**src/rtl/vga_pixel_feeder.sv**
```systemverilog
// Pixel FIFO and frame-alignment sequencer that feeds the VGA timing block's color_in.
// Define VGA_FEEDER_STATS_EN to add saturating frame_count / underflow_count outputs.
module vga_pixel_feeder #(
  parameter int          DEPTH_LOG2 = 4,
  parameter int          H_VISIBLE  = 1024,
  parameter int          V_VISIBLE  = 768,
  parameter logic [23:0] FILL_COLOR = 24'h000000
) (
  input  logic                  clk,
  input  logic                  rst_n,
  input  logic                  s_valid,
  output logic                  s_ready,
  input  logic [23:0]           s_data,
  input  logic                  s_sof,
  input  logic                  screenend,
  input  logic                  active,
  output logic [23:0]           color_out,
  output logic                  underflow,
  output logic                  sof_err,
`ifdef VGA_FEEDER_STATS_EN
  output logic [15:0]           frame_count,
  output logic [15:0]           underflow_count,
`endif
  output logic [DEPTH_LOG2:0]   level
);

  // state | meaning
  // SYNC  | discard non-sof head entries; hold an sof head until screenend
  // ARMED | sof at head, waiting for the first active cycle
  // RUN   | pop one pixel per active cycle until the frame total is reached
  // DONE  | frame complete, wait for screenend
  // ERR   | underflow seen, drive fill until screenend
  typedef enum logic [2:0] {ST_SYNC, ST_ARMED, ST_RUN, ST_DONE, ST_ERR} state_t;

  localparam int                  DEPTH    = 1 << DEPTH_LOG2;
  localparam int                  TOTAL    = H_VISIBLE * V_VISIBLE;
  localparam int                  CW       = $clog2(TOTAL) + 1;
  localparam logic [CW-1:0]       LAST     = CW'(TOTAL - 1);
  localparam logic [DEPTH_LOG2:0] FULL_LVL = (DEPTH_LOG2 + 1)'(DEPTH);

  state_t                state_q, state_d;
  logic [24:0]           mem [DEPTH];
  logic [DEPTH_LOG2-1:0] wr_ptr, rd_ptr;
  logic [DEPTH_LOG2:0]   level_q;
  logic [CW-1:0]         cnt_q;
  logic [23:0]           color_q;
  logic                  underflow_q, sof_err_q;
  logic                  full, empty, push, pop, show;
  logic                  uf_set, serr_set, cnt_clr, cnt_one, cnt_inc;
  logic [24:0]           head;
  logic                  head_sof;

  assign full      = (level_q == FULL_LVL);
  assign empty     = (level_q == '0);
  assign s_ready   = !full;
  assign push      = s_valid && !full;
  assign head      = mem[rd_ptr];
  assign head_sof  = head[24];
  assign level     = level_q;
  assign color_out = color_q;
  assign underflow = underflow_q;
  assign sof_err   = sof_err_q;

  always_comb begin
    state_d  = state_q;
    pop      = 1'b0;
    show     = 1'b0;
    uf_set   = 1'b0;
    serr_set = 1'b0;
    cnt_clr  = 1'b0;
    cnt_one  = 1'b0;
    cnt_inc  = 1'b0;
    case (state_q)
      ST_SYNC: begin
        if (!empty) begin
          if (!head_sof) begin
            pop = 1'b1;
          end else if (screenend) begin
            state_d = ST_ARMED;
            cnt_clr = 1'b1;
          end
        end
      end
      ST_ARMED: begin
        // ARMED is only entered with an sof head, so the else branch is a safety net
        if (active && !empty) begin
          pop = 1'b1;
          if (head_sof) begin
            show    = 1'b1;
            cnt_one = 1'b1;
            state_d = ST_RUN;
          end else begin
            serr_set = 1'b1;
            state_d  = ST_SYNC;
          end
        end
      end
      ST_RUN: begin
        if (active) begin
          if (empty) begin
            uf_set  = 1'b1;
            state_d = ST_ERR;
          end else if (head_sof) begin
            serr_set = 1'b1;
            state_d  = ST_SYNC;
          end else begin
            pop     = 1'b1;
            show    = 1'b1;
            cnt_inc = 1'b1;
            if (cnt_q == LAST) state_d = ST_DONE;
          end
        end
      end
      ST_DONE: begin
        if (screenend) begin
          if (!empty && head_sof) begin
            state_d = ST_ARMED;
            cnt_clr = 1'b1;
          end else begin
            serr_set = 1'b1;
            state_d  = ST_SYNC;
          end
        end
      end
      ST_ERR: begin
        if (screenend) state_d = ST_SYNC;
      end
      default: state_d = ST_SYNC;
    endcase
  end

  always_ff @(posedge clk) begin
    if (push) mem[wr_ptr] <= {s_sof, s_data};
  end

  always_ff @(posedge clk or negedge rst_n) begin
    if (!rst_n) begin
      state_q     <= ST_SYNC;
      wr_ptr      <= '0;
      rd_ptr      <= '0;
      level_q     <= '0;
      cnt_q       <= '0;
      color_q     <= FILL_COLOR;
      underflow_q <= 1'b0;
      sof_err_q   <= 1'b0;
    end else begin
      state_q     <= state_d;
      underflow_q <= uf_set;
      sof_err_q   <= serr_set;
      color_q     <= show ? head[23:0] : FILL_COLOR;
      if (push) wr_ptr <= wr_ptr + 1'b1;
      if (pop)  rd_ptr <= rd_ptr + 1'b1;
      case ({push, pop})
        2'b10:   level_q <= level_q + 1'b1;
        2'b01:   level_q <= level_q - 1'b1;
        default: level_q <= level_q;
      endcase
      if (cnt_clr)      cnt_q <= '0;
      else if (cnt_one) cnt_q <= CW'(1);
      else if (cnt_inc) cnt_q <= cnt_q + 1'b1;
    end
  end

`ifdef VGA_FEEDER_STATS_EN
  always_ff @(posedge clk or negedge rst_n) begin
    if (!rst_n) begin
      frame_count     <= '0;
      underflow_count <= '0;
    end else begin
      if (state_q == ST_RUN && state_d == ST_DONE && frame_count != 16'hFFFF)
        frame_count <= frame_count + 1'b1;
      if (underflow_q && underflow_count != 16'hFFFF)
        underflow_count <= underflow_count + 1'b1;
    end
  end
`endif

endmodule
```
**config.mk**
```make
export PLATFORM = sky130hd
export DESIGN_NAME = vga_pixel_feeder
export DESIGN_NICKNAME = d
export VERILOG_FILES = /design/src/rtl/vga_pixel_feeder.sv
export SDC_FILE = /design/constraint.sdc
export NUM_CORES = 1
export LEC_CHECK = 0
export ABC_AREA = 1
export CORE_ASPECT_RATIO = 0.75
export CORE_UTILIZATION = 30
export DETAILED_ROUTE_END_ITERATION = 10
export MAX_ROUTING_LAYER = met4
export SETUP_SLACK_MARGIN = 0.4
export SYNTH_ARGS = -nofsm -noshare
export SYNTH_HDL_FRONTEND = slang
export SYNTH_SLANG_ARGS = --single-unit
export TNS_END_PERCENT = 20
```
**constraint.sdc**
```tcl
create_clock -name clk -period 4.88 [get_ports clk]
set_input_delay 1.22 -clock clk [delete_from_list [all_inputs] [get_ports clk]]
set_output_delay 1.22 -clock clk [all_outputs]
set_load 0.005 [all_outputs]
```
# ---- Yosys cells after proc, flatten, opt, wreduce, memory -nomap -nowiden
# Memory sizes are Yosys's and may differ from the RTL's.
# Cells that the tools add are included.
dict set report word_totals {
  memories 1
  register_bits 63
  out_inout_bits 32
  ram_bits 400
  wordCells 85
}
# memory depth word_bits read_ports rd_ports_with_merged_regs write_ports line
set mem_list {}
lappend mem_list {mem 16 25 1 0 1 42} ;# logic [24:0] mem [DEPTH];
dict set report op_classes {
  n_eq_ne 16
  muxes 45
  addsub 5
  reduce_logical 10
}
# op n
set ops {}
lappend ops {{$mux W21} 3}
lappend ops {{$mux W3} 10}
lappend ops {{$mux W1} 24}
lappend ops {{$mux W24} 1}
lappend ops {{$add A21 B1 Y21 const B} 1}
lappend ops {{$eq A21 B20 Y1 const B} 1}
lappend ops {{$pmux W3 S5} 1}
lappend ops {{$ne A2 B2 Y1 const B} 7}
lappend ops {{$pmux W5 S2} 1}
lappend ops {{$add A4 B1 Y4 const B} 2}
lappend ops {{$reduce_and A8 Y1} 1}
lappend ops {{$eq A3 B2 Y1 const B} 2}
lappend ops {{$pmux W1 S3} 2}
lappend ops {{$add A5 B1 Y5 const B} 1}
lappend ops {{$eq A5 B5 Y1 const B} 1}
lappend ops {{$logic_not A5 Y1} 1}
lappend ops {{$sub A5 B1 Y5 const B} 1}
lappend ops {{$ne A4 B4 Y1 const B} 1}
lappend ops {{$pmux W1 S2} 2}
lappend ops {{$eq A3 B1 Y1 const B} 1}
lappend ops {{$eq A3 B3 Y1 const B} 1}
lappend ops {{$logic_and A1 B1 Y1} 3}
lappend ops {{$logic_not A3 Y1} 1}
lappend ops {{$reduce_bool A3 Y1} 1}
lappend ops {{5 further kinds} 6}

# ---- Logic depth before layout (Yosys ltp)
# Gate-level depths: netlist of run 1.
# An unclocked memory read counts as a cell.
dict set report depth {
  depth_word 8
  ltp_mapped 20
  depth_no_buf 19
}

# ---- Worst setup path after synthesis of run 1
# No wires, ideal clock.
dict set report synth_path {
  path_type {input port to flip-flop}
  start {input port active}
  end {register level_q[4] (netlist: level[4])}
  arrival_time_ns 2.947
  setup_ns 0.131
  setup_slack_ns 1.802
  path_stages 13
  cell_sequence {nand2_1 -> nor2_1 -> inv_1 -> nand3_2 -> ha_1 -> ha_1 -> a21oi_1 -> nor2_1 -> nor2_1 -> inv_1 -> a21oi_1 -> o21ai_0 -> xor2_1}
}
dict set report synth_via {
  elab_chain_len 5
  elab_cells_between_ends 8
  cone_classes {eq/ne (2); mux (4); reduce/logical (2)}
}
# element line
set synth_rtl {}
lappend synth_rtl {{start, declared} 16} ;# input logic active,
lappend synth_rtl {{$logic_and A1 B1 Y1} 86} ;# if (active && !empty) begin
lappend synth_rtl {{$mux W1} 86}
lappend synth_rtl {{$pmux W1 S3 (*)} 73} ;# case (state_q)
lappend synth_rtl {{net pop} 48} ;# logic full, empty, push, pop, show;
lappend synth_rtl {{$eq A2 B1 Y1 or $eq A2 B2 Y1 (tied branches)} 153} ;# case ({push, pop})
lappend synth_rtl {{$pmux W5 S2 or $reduce_bool A2 Y1 (tied branches)} --}
lappend synth_rtl {{end signal, assigned} 154} ;# 2'b10: level_q <= level_q + 1'b1;
lappend synth_rtl {{end signal, assigned} 155} ;# 2'b01: level_q <= level_q - 1'b1;
lappend synth_rtl {{end signal, assigned} 156} ;# default: level_q <= level_q;
lappend synth_rtl {{end, declared} 44} ;# logic [DEPTH_LOG2:0] level_q;
# Mark *: on every way through the listed nets, which the timed path passes. The rest lies on a longest branch.
# A chain may end at the register's enable or synchronous reset.

# ---- Final worst setup path of run 1
dict set report layout_path {
  start {register rd_ptr[1]}
  end {register level_q[4] (netlist: level[4])}
}
dict set report layout_via {
  elab_chain_len 7
  elab_cells_between_ends 9
  cone_classes {eq/ne (2); mux (5); reduce/logical (1); memory (1)}
}
# element line
set layout_rtl {}
lappend layout_rtl {{start, declared} 43} ;# logic [DEPTH_LOG2-1:0] wr_ptr, rd_ptr;
lappend layout_rtl {{start signal, assigned} 152} ;# if (pop) rd_ptr <= rd_ptr + 1'b1;
lappend layout_rtl {{$mem_v2 Z16 W25 (*)} --}
lappend layout_rtl {{$mux W1 (*)} {76, 103}}
lappend layout_rtl {{$mux W1 (*)} 75} ;# if (!empty) begin
lappend layout_rtl {{$mux W1} 99} ;# if (active) begin
lappend layout_rtl {{$pmux W1 S3 (*)} 73}
lappend layout_rtl {{net pop} 48}
lappend layout_rtl {{$eq A2 B1 Y1 or $eq A2 B2 Y1 (tied branches)} 153}
lappend layout_rtl {{$pmux W5 S2 or $reduce_bool A2 Y1 (tied branches)} --}
# Marked as above.

==> results.txt, run 1 <==
status - finished clean
grt met2 use - 21.54%
drt wl/cell - 19.17 microns
CTS tree - built
GR Util All Layers - 14.86%
syn nets - 1573
CTS buffer count - 44
Port Buf Inserts - 61
CP Class - reg2reg
grt ovf - 0
Avg Cell Area, Syn - 12.37 sq um
YS warnings - 0
Antenna Nets Post-Route - 0
Final Hold Slack - 538.9 ps
CTS Sinks - 463
Data required, critical path - 5310 ps
crit start category - register
initial core utilization - 30.43%
DRT Pass-1 Iters - 7
mapped cell area - 0.01895 sq mm
initial antenna violation count - 2
Syn-to-layout area delta - 15.84%
setup_tns - 0 ps
Post-Syn Instances - 1532
Final Max Slew Viols - 0
DIE AREA - 0.06419 sq mm
total design power - 12.39 mW
standard-cell row count - 79
worst vdd ir - 502.3 uV
layout cells sized above 1 - 7.506%
vias in the first global route - 11.70k
Leak Pwr - 7.714 nW
fin nets - 1618
crit path max fanout - 36
Setup crit end kind - register
skew final - 13.72 ps
sequential share of the synthesized area - 71.70%
Post-CTS Resized - 0
largest net degree at the start of global routing - 95
Clk Latency, worst-skew pair - 560 ps
Clock transition at path regs - 60 ps
clock buffer depth - 3
RSZ-0062 raised after global routing - false
GRT busiest layer - met2
met3 Resource Use GR - 2.511%
Initial DRC Count - 1102
via count - 12.12k
Residual DRC - 0
Max Cap Viol - 0
# hold bufs at CTS - 0
first-pass GRT wire length - 71.28 mm
DR vias/cell - 4.998
met1 Usage GRT - 21.46%
I/O pin count - 62
Max Freq - 274.0 MHz
PD cells - 564.6 mW/mm^2
post-DP HPWL - 25.91 mm
final period utilization - 74.79%
synthesized flop and latch total - 463
die width - 292.2 microns
Tightest Hold Check Type - reg2reg
H-tree depth - 2
Fillers - 5961
core area - 0.06227 sq mm
crit path DAT - 4080 ps
Final GP Congestion - 0.8602
measured slew at the worst slew-check pin - 1068 ps
die height - 219.7 microns
Slew headroom - 28.62%
Final Hold Vio Count - 0
setup bufs post-CTS - 0
Setup Viol. Count Final - 0
Unique masters post-synth - 36
Post-Route WL - 46.49 mm
post-route minimum period - 3650 ps
Clock Tree Root - clkbuf_16
-- sequential cells by signal, indices dropped and copies added, names as in the netlist --
register and cells:
underflow 1, color_out 24, cnt_q 21, mem 400
sof_err 1, wr_ptr 4, rd_ptr 4, state_q 3
level 5
-- power breakdown --
| part | switching, mW | internal, mW |
|---|---|---|
| logic | 2.62 | 1.24 |
| clock network | 1.45 | 2.00 |
| registers | 0.299 | 4.79 |
| total | 4.37 | 8.03 |
-- final timing paths --
check / depth (start not counted) / startpoint / to / slack [ps]
min in group asynchronous: 1 / rst_n / sof_err / 820
max reg2reg: 16 / rd_ptr[1] / level[4] / 1230
min reg2reg: 2 / cnt_q[20] / cnt_q[20] / 540
min: 2 / cnt_q[20] / cnt_q[20] / 540
max in group asynchronous: 1 / rst_n / rd_ptr[0] / 3300
max: 16 / rd_ptr[1] / level[4] / 1230
-- per-layer routing --
metal	vias to the layer above	routed length [microns]
li1	5652	-
met1	5987	22520
met2	408	19960
met3	73	3094
met4	0	907
met5	-	0
-- worst max-delay path, stage by stage, from the launching register on --
cell and delay [ps]:
dfrtp_2 1030, nand3_1 150, nand3_1 140, nand3_2 160
nand2_4 190, nor2_1 80, nand2_1 120, nand3_2 180
ha_1 320, fa_1 420, a21oi_1 170, nor2_1 50
nor2_1 80, inv_1 50, a21oi_1 110, o21ai_0 110
xor2_1 150
-- cells in the mapped netlist --
master      n  area, sq um
a21o_1      1        7.510
a21oi_1   171        855.8
a21oi_2     1        8.760
a221o_1    23        230.2
a22oi_1    23        172.7
a32o_1     25        250.2
buf_1      18        67.56
buf_2      30        150.1
buf_4       4        30.03
buf_6       3        33.78
clkbuf_1   33        123.9
dfrtp_1    63         1577
edfxtp_1  400        12010
fa_1        1        20.02
ha_1       10        125.1
inv_1      58        217.7
inv_2       4        15.01
nand2_1   396         1486
nand2_2     1        6.260
nand2_4     2        22.52
nand3_1    39        195.2
nand3_2     3        30.03
nand3_4     1        17.52
nand3b_1    1        7.510
nand4_1    17        106.4
nor2_1     80        300.3
nor2_4      2        22.52
nor3_1      8        40.04
o211ai_1   25        187.7
o21a_1      1        7.510
o21ai_0    27        135.1
o21ai_1    12        60.06
o221ai_1    5        43.79
o311ai_0   21        183.9
xnor2_1     5        43.79
xor2_1     18        157.7
-- cell families after synthesis --
kind of cell	share of synthesized area [%]
buffers and inverters	3.367
AOI/OAI and AO/OA	11.31
and+or+nand+nor	11.79
DFF	71.70
adders and majority gates	0.7659
xor gates and xnor gates	1.063
-- layout make-up --
cell class,count,area (sq um),area share (%)
clock buffers,66,1256,5.722
flip-flops and latches,463,13590,61.93
well taps,810,1013,4.617
repair buffers,87,803.3,3.659
clock inverters,15,185.2,0.8435
multi-input cells,919,4852,22.10
inverters,62,240.2,1.094
diodes,3,7.507,0.03420
-- metrics by stage --
| stage | utilization [%] | setup WS (ps) | cells | cell area (sq um) |
|---|---|---|---|---|
| after floorplan | - | 1802 | 1532 | 18950 |
| after global placement | 32.93 | 928.6 | 2341 | 20500 |
| after detailed placement | 32.93 | 934.2 | 2341 | 20500 |
| after CTS | 35.24 | 1247 | 2422 | 21940 |
| after global routing | 35.25 | 860.5 | 2424 | 21950 |
| final | 35.25 | 1230 | 2425 | 21950 |
-- cell usage in the layout (no fill, tap or decap), types with 4 or more instances in the layout --
cell type / instances
nor2_4: 18
nand3_1: 39
a22oi_1: 23
bufinv_16: 4
a221o_1: 23
nand4_1: 17
clkbuf_1: 17
nor2_1: 64
clkdlybuf4s50_1: 60
clkbuf_16: 46
o211ai_1: 25
o221ai_1: 5
xnor2_1: 5
xor2_1: 18
a21oi_1: 171
dfrtp_1: 60
o21ai_1: 12
inv_1: 58
clkinv_2: 6
o311ai_0: 21
ha_1: 10
nand2_1: 396
a32o_1: 25
edfxtp_1: 400
nor3_1: 8
o21ai_0: 27
buf_4: 27
No activity file was read; power rests on OpenSTA's default activity.
==> run 2: changes to the inputs <==
Clock period 4.88 ns to 3 ns, I/O delays scaled along.
==> results.txt, run 2 (synthesis gave the netlist of run 1 again) <==
PnR worst setup slack - 242.4 ps
initial core utilization - 30.43%
Clock transition at path regs - 60 ps
measured slew at the worst slew-check pin - 824.2 ps
DRT Pass-1 Iters - 6
Largest register FFs - 400
PD cells - 931.9 mW/mm^2
I/O pin count - 62
crit path launch - rd_ptr[0]
FF-to-FF path depth - 21
crit path max fanout - 7
die width - 292.2 microns
post-route minimum period - 2758 ps
largest net degree at the start of global routing - 145
Data required, critical path - 3460 ps
flop-to-flop setup slack - 240 ps
clock buffer depth - 3
Setup crit end kind - register
Residual DRC - 0
skew final - 21.38 ps
Max Cap Viol - 0
via count - 12.57k
layout cells sized above 1 - 11.68%
Post-Route WL - 48.94 mm
CP Class - reg2reg
Clock Tree Root - clkbuf_16
Post-Place Worst Slack - 14.39 ps
initial antenna violation count - 1
grt ovf - 0
Port Buf Inserts - 61
standard-cell row count - 79
DIE AREA - 0.06419 sq mm
Final Max Slew Viols - 0
Leak Pwr - 8.084 nW
# hold bufs at CTS - 0
Setup Viol. Count Final - 0
DR vias/cell - 5.068
CTS tree - built
CTS Sinks - 463
worst vdd ir - 745.6 uV
post-layout util - 36.52%
status - finished clean
post-DP HPWL - 27.79 mm
fin nets - 1674
Clk Latency, worst-skew pair - 570 ps
drt wl/cell - 19.73 microns
Antenna Nets Post-Route - 0
commonest non-fill, non-tap cell in the layout - edfxtp_1
Final Hold Slack - 150.5 ps
Tightest Hold Check Type - in2async
die height - 219.7 microns
GR Util All Layers - 15.31%
CTS buffer count - 46
first-pass GRT wire length - 73.80 mm
FF-to-FF End - level[4]
vias in the first global route - 12.19k
Initial DRC Count - 1236
end of the critical path - level[4]
Max Freq - 362.6 MHz
Final GP Congestion - 0.8620
Syn-to-layout area delta - 20.01%
final period utilization - 91.92%
core area - 0.06227 sq mm
Slew headroom - 45.06%
largest register by flop count - mem
H-tree depth - 2
setup_tns - 0 ps
RSZ-0062 raised after global routing - true
crit path DAT - 3210 ps
Final Hold Vio Count - 0
crit start category - register
most frequent cells in the layout - edfxtp_1, nand2_1, a21oi_1
RR Startpoint - rd_ptr[0]
-- run 2: changes by cell type in the layout (fill, tap and decap cells not counted), moves of 6 or more --
cell,previous run,this run
clkbuf_1,17,9
clkinv_1,3,9
buf_12,0,15
buf_4,27,60
-- run 2: cell type report --
class                      instances  area, sq um
antenna                            1        2.502
inverter                          62        240.2
sequential                       463        13590
clock inverter                    25        252.7
fill                            5996        39530
multi-input combinational        920         4970
clock buffer                      59         1251
tap                              810         1013
timing repair buffer             140         1418
-- run 2: how the worst min path moves through the flow --
stage	from	endpoint	slack (ps)	cells after the start
global route	rst_n	sof_err	180	1
floorplan	rst_n	cnt_q[0]	450	0
finish	rst_n	sof_err	150	1
detailed placement	state_q[0]	state_q[0]	540	2
global placement	state_q[0]	state_q[0]	520	2
CTS	rst_n	sof_err	170	1
-- run 2: routing by layer --
| layer | global-route usage, % | up-vias | wire length, microns | share of wire (%) |
|---|---|---|---|---|
| met1 | 21.56 | 6388 | 23180 | 47 |
| met3 | 2.138 | 57 | 2650 | 5.4 |
| met5 | - | - | 0 | 0 |
| met2 | 23.59 | 364 | 22370 | 46 |
| li1 | - | 5759 | - | - |
| met4 | 3.140 | 0 | 741 | 1.5 |
-- run 2: critical path: stages (launching register included) --
cell and delay [ps]:
dfrtp_4 480, buf_6 150, buf_4 140, nand2_1 50
nand2_1 70, nand2_2 80, nand3_2 90, nand3_4 90
nand2_4 60, nor2_4 100, nand2_2 80, nand3_4 110
ha_4 180, buf_4 120, ha_4 190, a21oi_2 120
nor2_1 60, nor2_1 90, inv_1 70, a21oi_2 100
o21ai_1 80, xor2_1 140
-- run 2: timing repair --
item | CTS | global route
endpoints found under the hold margin | 0 | 0
buffers inserted | 8 | 6
cloned | 0 | 1
resized for setup | 3 | 18
endpoints found under the setup margin | 5 | 40
pin swaps | 5 | 7
-- run 2: power breakdown --
group / switching, mW / internal [mW]
clock network: 2.46 / 3.31
logic: 4.79 / 2.54
registers: 0.305 / 7.79
total: 7.56 / 13.6
-- run 2: metrics by stage --
step / power, mW / std cells / cell area, sq um
finish: 21.19 / 2480 / 22740
global route: 22.34 / 2480 / 22740
CTS: 21.02 / 2472 / 22590
detailed placement: 15.11 / 2380 / 21020
global placement: 14.97 / 2380 / 21020
floorplan: 12.64 / 1532 / 18990
==> run 3: changes to the inputs <==
Settings changed: CORE_ASPECT_RATIO 0.75 to 0.5, GPL_TIMING_DRIVEN set to 0.
==> results.txt, run 3 (synthesis gave the netlist of run 1 again) <==
status - finished clean
final cell count without fillers - 2537
Initial DRC Count - 1446
H-tree depth - 2
Port Buf Inserts - 61
Leak Pwr - 8.122 nW
crit start category - register
Setup crit end kind - register
CTS Sinks - 463
Setup Viol. Count Final - 0
Syn-to-layout area delta - 20.83%
Final Hold Vio Count - 0
CTS buffer count - 46
CTS tree - built
fin nets - 1717
vias in the first global route - 12.58k
RR Startpoint - rd_ptr[3]
initial antenna violation count - 0
Max Cap Viol - 0
commonest non-fill, non-tap cell in the layout - edfxtp_1
Tightest Hold Check Type - in2async
Max Freq - 361.8 MHz
Residual DRC - 0
post-DP HPWL - 34.82 mm
layout cells sized above 1 - 11.16%
RSZ-0062 raised after global routing - true
crit path max fanout - 9
crit path DAT - 3220 ps
GR Util All Layers - 17.47%
Post-Route WL - 55.01 mm
FF-to-FF End - level[4]
Final Max Slew Viols - 0
drt wl/cell - 21.68 microns
Clock Tree Root - clkbuf_16
most frequent cells in the layout - edfxtp_1, nand2_1, a21oi_1
Clk Latency, worst-skew pair - 590 ps
Final GP Congestion - 0.8498
area post-placement - 0.02115 sq mm
family with the most delay on the worst path - buffers and inverters
measured slew at the worst slew-check pin - 1118 ps
post-layout util - 37.09%
Slew headroom - 25.44%
flop-to-flop setup slack - 240 ps
initial core utilization - 30.69%
via count - 12.95k
clock buffer depth - 3
DIE AREA - 0.06424 sq mm
total design power - 21.96 mW
PnR worst setup slack - 235.8 ps
Clock transition at path regs - 60 ps
CP max-delay cell - fa_2
design area - 0.02290 sq mm
grt ovf - 0
cell chain of the critical path - clkbuf_2, inv_4, nand3_2, nand2_4, nor2_4, nand2_2, nand3_4, ha_4, fa_2, a21oi_2, nor2_1, nor2_1, inv_1, a21oi_2, o21ai_2, xor2_1
PD cells - 959.1 mW/mm^2
largest net degree at the start of global routing - 56
core area - 0.06174 sq mm
Post-Place Worst Slack - -407.7 ps
largest register by flop count - mem
skew final - 28.70 ps
largest stage delay on the critical path - 360 ps
die width - 357.4 microns
first-pass GRT wire length - 81.00 mm
I/O pin count - 62
DR vias/cell - 5.105
Largest register FFs - 400
die height - 179.7 microns
standard-cell row count - 64
FF-to-FF path depth - 16
worst vdd ir - 576.6 uV
CP Class - reg2reg
DP Cell Count - 2435
Buf/Inv on CP - 3
post-route minimum period - 2764 ps
Data required, critical path - 3450 ps
final period utilization - 92.14%
Antenna Nets Post-Route - 0
Final Hold Slack - 541.6 ps
setup_tns - 0 ps
DRT Pass-1 Iters - 5
-- run 3: worst max-delay path by stage --
stage	startpoint	end	slack, ps	depth (start not counted)
final	rd_ptr[3]	level[4]	240	16
after global routing	rd_ptr[0]	level[4]	50	19
after CTS	rd_ptr[0]	level[4]	280	19
after detailed placement	active	level[4]	-410	14
after global placement	s_valid	mem[13][16]	-1880	5
after floorplan	rd_ptr[0]	level[4]	350	19
-- run 3: what timing repair did --
action,CTS,global route
setup buffers,12,5
gates resized for setup,20,30
hold endpoints to repair,8,0
hold buffers,1,0
endpoints found under the setup margin,25,76
pin swaps,7,9
-- run 3: layout make-up --
class / count / area, sq um
Timing Repair Buffer: 96 / 1167
Inverter: 62 / 242.7
Multi-Input combinational cell: 919 / 4964
Clock buffer: 61 / 1239
Antenna cell: 1 / 2.502
Sequential cell: 463 / 13590
Fill cell: 5827 / 38840
Clock inverter: 22 / 224.0
Buffer: 88 / 436.7
Tap cell: 825 / 1032
-- run 3: routing by layer --
metal | vias up | track usage (%) | share of wire, %
li1 | 5850 | - | -
met1 | 6451 | 22.85 | 42
met2 | 556 | 27.33 | 46
met3 | 95 | 3.391 | 8.7
met4 | 0 | 5.470 | 2.6
met5 | - | - | 0
-- run 3: where the power goes --
part           total, mW  switching, mW  internal [mW]  leakage (nW)
registers           8.04          0.253           7.78          4.46
logic               8.26           5.62           2.64          2.96
clock network       5.66           2.48           3.18         0.706
